===== config.mk =====
export PLATFORM = sky130hd
export DESIGN_NAME = cci_mpf_prim_scoreboard_deq_ctrl
export DESIGN_NICKNAME = d
export VERILOG_FILES = /design/src/rtl/cci_mpf_prim_scoreboard_deq_ctrl.sv
export SDC_FILE = /design/constraint.sdc
export NUM_CORES = 1
export LEC_CHECK = 0
export BUFFER_PORTS_ARGS = -buffer_cell sky130_fd_sc_hd__buf_2
export CORE_AREA = 8 8 166 136
export DETAILED_ROUTE_END_ITERATION = 6
export DIE_AREA = 0 0 174 144
export GPL_TIMING_DRIVEN = 0
export PLACE_DENSITY = 0.79
export SYNTH_ARGS = -nofsm -noshare
export SYNTH_HDL_FRONTEND = slang
export SYNTH_SLANG_ARGS = --single-unit

===== constraint.sdc =====
create_clock -name clk -period 4.1 [get_ports clk]
set_input_delay 0.82 -clock clk [delete_from_list [all_inputs] [get_ports clk]]
set_output_delay 0.82 -clock clk [all_outputs]
set_load 0.005 [all_outputs]

===== src/rtl/cci_mpf_prim_scoreboard_deq_ctrl.sv =====
// Dequeue controller: drains the oldest scoreboard port into a small output
// FIFO and presents one in-order ready/valid stream to the client.
//
// Ports:
//   clk, reset                   single clock, synchronous active-high reset
//   sb_notEmpty[0:1]             scoreboard port i holds the oldest entry
//   sb_first / sb_firstMeta      scoreboard port i data / meta
//   sb_deq_en[1:0]               dequeue strobe per port (combinational)
//   hold                         stop draining the scoreboard; FIFO still drains
//   out_valid/out_data/out_meta  FIFO head
//   out_rdy                      client accepts the head this cycle
//   fifo_cnt                     occupied FIFO entries
//   err_dual                     sticky: both ports reported notEmpty together
module cci_mpf_prim_scoreboard_deq_ctrl #(
   parameter int N_DATA_BITS    = 64,
   parameter int N_META_BITS    = 1,
   parameter int OUT_FIFO_DEPTH = 4
) (
   input  logic                             clk,
   input  logic                             reset,
   input  logic [1:0]                       sb_notEmpty,
   input  logic [N_DATA_BITS-1:0]           sb_first [0:1],
   input  logic [N_META_BITS-1:0]           sb_firstMeta [0:1],
   output logic [1:0]                       sb_deq_en,
   input  logic                             hold,
   output logic                             out_valid,
   output logic [N_DATA_BITS-1:0]           out_data,
   output logic [N_META_BITS-1:0]           out_meta,
   input  logic                             out_rdy,
   output logic [$clog2(OUT_FIFO_DEPTH):0]  fifo_cnt,
   output logic                             err_dual
);

   localparam int PW = $clog2(OUT_FIFO_DEPTH);
   localparam int CW = PW + 1;
   localparam int EW = N_DATA_BITS + N_META_BITS;
   localparam logic [CW-1:0] DEPTH = CW'(OUT_FIFO_DEPTH);

   logic [EW-1:0] mem [OUT_FIFO_DEPTH];
   logic [PW-1:0] wr_ptr;
   logic [PW-1:0] rd_ptr;
   logic          pop;
   logic          space;
   logic          sel;
   logic          take;
   logic [EW-1:0] wr_ent;
   logic [EW-1:0] rd_ent;

   assign out_valid = (fifo_cnt != '0);

   always_comb begin
      pop   = out_valid && out_rdy;
      // A pop in the same cycle frees the slot the push lands in.
      space = (fifo_cnt < DEPTH) || pop;
      // Port 1 wins, matching the scoreboard's own priority.
      sel   = sb_notEmpty[1];
      take  = !reset && !hold && space && (|sb_notEmpty);
      sb_deq_en = {take && sel, take && !sel};
      wr_ent = sel ? {sb_firstMeta[1], sb_first[1]}
                   : {sb_firstMeta[0], sb_first[0]};
   end

   always_ff @(posedge clk) begin
      if (reset) begin
         fifo_cnt <= '0;
         wr_ptr   <= '0;
         rd_ptr   <= '0;
         err_dual <= 1'b0;
      end else begin
         if (take) wr_ptr <= wr_ptr + PW'(1);
         if (pop)  rd_ptr <= rd_ptr + PW'(1);
         fifo_cnt <= fifo_cnt + CW'(take) - CW'(pop);
         if (sb_notEmpty[0] && sb_notEmpty[1]) err_dual <= 1'b1;
      end
   end

   // Storage needs no reset; take is already gated by reset.
   always_ff @(posedge clk) begin
      if (take) mem[wr_ptr] <= wr_ent;
   end

   assign rd_ent   = mem[rd_ptr];
   assign out_data = rd_ent[N_DATA_BITS-1:0];
   assign out_meta = rd_ent[EW-1:N_DATA_BITS];

`ifndef SYNTHESIS
   always @(posedge clk) begin
      if (!reset) begin
         if (pop && (fifo_cnt == '0))
            $fatal(1, "deq_ctrl: pop from empty FIFO");
         if (take && !pop && (fifo_cnt == DEPTH))
            $fatal(1, "deq_ctrl: push into full FIFO");
      end
   end
`endif

endmodule


* Yosys cells after proc, flatten, opt, wreduce, memory -nomap -nowiden
Memory sizes are Yosys's and may differ from the RTL's. A register that Yosys moved wholly into a read port is not among the register bits.
Cells that the tools add are included.
** Word-level totals
- Memories :: 1
- Memory bits (writable) :: 260
- Bits of input ports :: 136
- Register bits after elaboration :: 8
** Cells by class
- $lt $le $gt $ge :: 1
- Reduce and logical (&&, ||, !) cells :: 13
- Multiplexer cells :: 5
- Add/sub/neg operators :: 4
** Memories
- mem :: depth 4, bits a word 65, read ports 1, clocked after Yosys merged registers in 1, wr ports 1, RTL line 39 : logic [EW-1:0] mem [OUT_FIFO_DEPTH];
** Operators by type and width (count)
- two-way mux 65 bit :: 1
- logical AND 1 bit :: 7
- adder 2 x 1 -> 2 bit, second input constant :: 2
- two-way mux 2 bit :: 2
- adder 3 x 1 -> 3 bit :: 1
- logical NOT 1 bit :: 3
- < comparator 3 bit, second input constant :: 1
- nonzero test 3 bit :: 1
- subtractor 3 x 1 -> 3 bit :: 1
- two-way mux 1 bit :: 2
- OR reduction 2 bit :: 1
- logical OR 1 bit :: 1

* Longest topological paths before layout
- Depth in word-level cells :: 7
- Depth in mapped cells :: 11
- Depth with buffers taken out :: 10

* Worst setup path after synthesis
Ideal clock, no wire load.
- Kind :: input-to-reg
- From :: input port reset
- To :: memory mem[1][0] (netlist bit), enable pin
- Path buffers :: 1
- Library setup time :: 430 ps
- Setup slack :: 796 ps
- Data arrival time :: 2874 ps
- Required time :: 3670 ps
- Stages on the path :: 4
- Cells stage by stage :: buf_2 > nor2_1 > and3_4 > and2_1
** On the way
- Longest elaborated chain between the ends :: 6
** RTL lines
- from (decl) :: RTL line 20 : input logic reset,
- logical NOT 1 bit :: RTL line 57 : take = !reset && !hold && space && (|sb_notEmpty);
- logical AND 1 bit (3 in series) :: RTL line 57
- two-way mux 1 bit :: RTL line 79 : if (take) mem[wr_ptr] <= wr_ent;
- two-way mux 1 bit (implied by the code) :: RTL line 79
- to (decl) :: RTL line 39
No other way between the ends.

* Worst setup path in the final report
- From :: input port sb_notEmpty[1]
- To :: output port sb_deq_en[1]
** On the way
- Longest elaborated chain between the ends :: 3
** RTL lines
- from (decl) :: RTL line 21 : input logic [1:0] sb_notEmpty,
- OR reduction 2 bit :: RTL line 57
- logical AND 1 bit :: RTL line 57
- logical AND 1 bit * :: RTL line 58 : sb_deq_en = {take && sel, take && !sel};
- to (decl) :: RTL line 24 : output logic [1:0] sb_deq_en,
Mark *: on every way between the ends. The rest lies on a longest branch, timed or not.

==> results.toml <==
[run_status]
outcome = "finished, final reports clean"

[cts]
post_cts.repair.setup_buffers = 0
cts_buffers = 26
cts-hold-fix-buffers = 0
cts_tree = "yes"
clk_pin_slew_ns = 0.07
clockBufferDepth = 3
cts_num_sinks = 270
htreeDepth = 1
ctsRootBufferMaster = "clkbuf_16"
ctsResizeCount = 0
insertion_delay_ns = 0.51

[logic_synthesis]
yosysSeqAreaShare = 0.748
syn_area_um2 = 10700
syn_area_per_cell_um2 = 23.0
syn-num-nets = 608
yosys.area.top_type = "edfxtp_1"
synthTopCellsByArea = "edfxtp_1, mux4_2, mux2_2"
synth.distinct_cells = 29
synth_top_cell_area_share = 0.729
netlist_instances = 465
yosys_register_bits = 270
yosys_warnings = 0

[sta]
max_freq_mhz = 355
slew-limit-headroom = 0.546
rsz0062_at_grt = "false"
maxSlewViolCount = 0
hold_viol = 0
fin_skew_ns = 0.0141
min_period_ns = 2.82
finalCritPeriodShare = 0.687
finalSetupViolCount = 0
final.setup.tns_ns = 0
worstMarginPinSlew_ns = 0.681

[finish]
fin_cells = 990
syn_to_final_growth_pct = 22.6
layout.nets = 845
antenna_cells = 0
nFillCells = 1372
drive_above_1_share = 0.559

[critical_path]
path_class = "input pin to primary output"
max_stage_delay_ns = 0.36
arrival_ns = 2.00
cp-start-kind = "input pin"
cp_cell_sequence = "buf_2, buf_4, buf_2, and3_1, buf_2"
critical_path_required_ns = 3.28
crit_top_cell = "buf_2"
critPathSlowestCell = "buf_2"
crit_fanout = 10
endpoint_kind = "primary output"

[power]
total_power_w = 0.00723
vdd_ir_drop_max_v = 0.000270
p_per_area_nw_per_um2 = 551
p_leak_nw = 4.62

[global_route]
antenna_found_initial = 1
gr-total-overflow = 0
grt_pass1_wl_um = 33600
grt_max_degree = 44
grt.total_usage = 0.173
grt_pass1_vias = 5992

[route]
routed_wl_um = 21800
drt-wirelength-per-cell_um = 22.0
via_per_inst = 5.47
drc = 0
ant_nets = 0
drtIter0Drc = 334
vias = 5418
first_pass_iters = 4

[placement]
port-buffer-count = 205
dp_hpwl_um = 14400
dp_cells = 943
place_congestion = 0.750

[floorplanning]
start_util = 0.533
dieArea_um2 = 25100
coreArea_um2 = 20100
io_pins = 208
die_w_um = 174
die_y_um = 144
core.rowCount = 47

[hold_path]
hold_path.class = "flip-flop to flip-flop"

[job]
max_cap_viol_count = 0
[final timing paths]
path                       start            to  slack [ns]  cells past startpoint
setup / recovery  sb_notEmpty[1]  sb_deq_en[1]        1.28                      5
hold / removal          err_dual      err_dual        0.49                      2
setup reg to reg     fifo_cnt[2]   fifo_cnt[2]        1.89                     10
hold reg to reg         err_dual      err_dual        0.49                      2
[critical path, delay by kind of cell]
| family | cells | cell delay, ns |
|---|---|---|
| buffers and inverters | 4 | 0.95 |
| AND/OR/NAND/NOR | 1 | 0.21 |
[area by class of cell]
cell class | instances | area [µm²] | area share
sequential | 270 | 8010 | 0.610
multi-input combinational | 166 | 2490 | 0.190
timing repair buffer | 209 | 1140 | 0.0865
clock buffer | 31 | 691 | 0.0526
tap | 269 | 337 | 0.0256
clock inverter | 16 | 246 | 0.0188
buffer | 23 | 203 | 0.0154
inverter | 6 | 22.5 | 0.00172
[logic make-up after synthesis]
logic type / share of synthesized area
buf+inv: 0.0210
flops: 0.748
fa+ha+maj: 0.00888
mux: 0.206
compound gates: 0.00280
xor+xnor: 0.00327
simple gates: 0.0105
[layer usage]
layer | GRT usage | wire (µm)
met3 | 0.0431 | 1350
met1 | 0.217 | 8900
met5 | 0 | 13
met4 | 0.0427 | 481
met2 | 0.301 | 11000
[cells in the mapped netlist]
| master | number |
|---|---|
| edfxtp_1 | 260 |
| mux2_2 | 65 |
| mux4_2 | 65 |
| buf_2 | 13 |
| dfxtp_1 | 10 |
| nor2_1 | 7 |
| ha_1 | 6 |
| buf_12 | 5 |
| inv_1 | 5 |
| and2_1 | 4 |
| buf_4 | 3 |
| xnor2_1 | 3 |
| nand2b_1 | 2 |
| nor2b_1 | 2 |
| a21oi_1 | 1 |
| and3_1 | 1 |
| and3_4 | 1 |
| buf_6 | 1 |
| clkbuf_1 | 1 |
| fa_1 | 1 |
| inv_2 | 1 |
| mux2i_1 | 1 |
| nand4_1 | 1 |
| o311ai_0 | 1 |
| o31a_1 | 1 |
| o31ai_1 | 1 |
| or2_1 | 1 |
| or3_1 | 1 |
| xor2_1 | 1 |
[state kept, by name, indices dropped and copies added (netlist names), named ones only]
signal,count
mem,260
fifo_cnt,3
rd_ptr,2
wr_ptr,2
err_dual,1
[through the flow]
stage | utilization | setup WS [ns] | hold slack (ns) | instance area, µm²
2_1_floorplan | - | 0.796 | 0.460 | 10700
3_3_place_gp | 0.600 | -0.494 | 0.463 | 12100
3_5_place_dp | 0.606 | 1.16 | 0.488 | 12200
4_1_cts | 0.653 | 1.24 | 0.503 | 13100
5_1_grt | 0.653 | 1.19 | 0.533 | 13100
6_report | 0.653 | 1.28 | 0.489 | 13100
[power by group]
part / internal (W) / leakage, nW / switching (W)
clock network: 0.00163 / 0.455 / 0.000958
logic: 0.000795 / 1.73 / 0.000639
registers: 0.00316 / 2.44 / 0.0000468
[placed cells by master (no fill, tap or decap), types with 6 or more instances in the layout]
cell type and n:
clkbuf_16 27, mux4_2 65, nor2_1 7, ha_1 6, buf_2 218, mux2_2 65
edfxtp_1 260, dfxtp_1 10, bufinv_16 7, clkinv_1 7
Power figures use the tool's default switching activity.
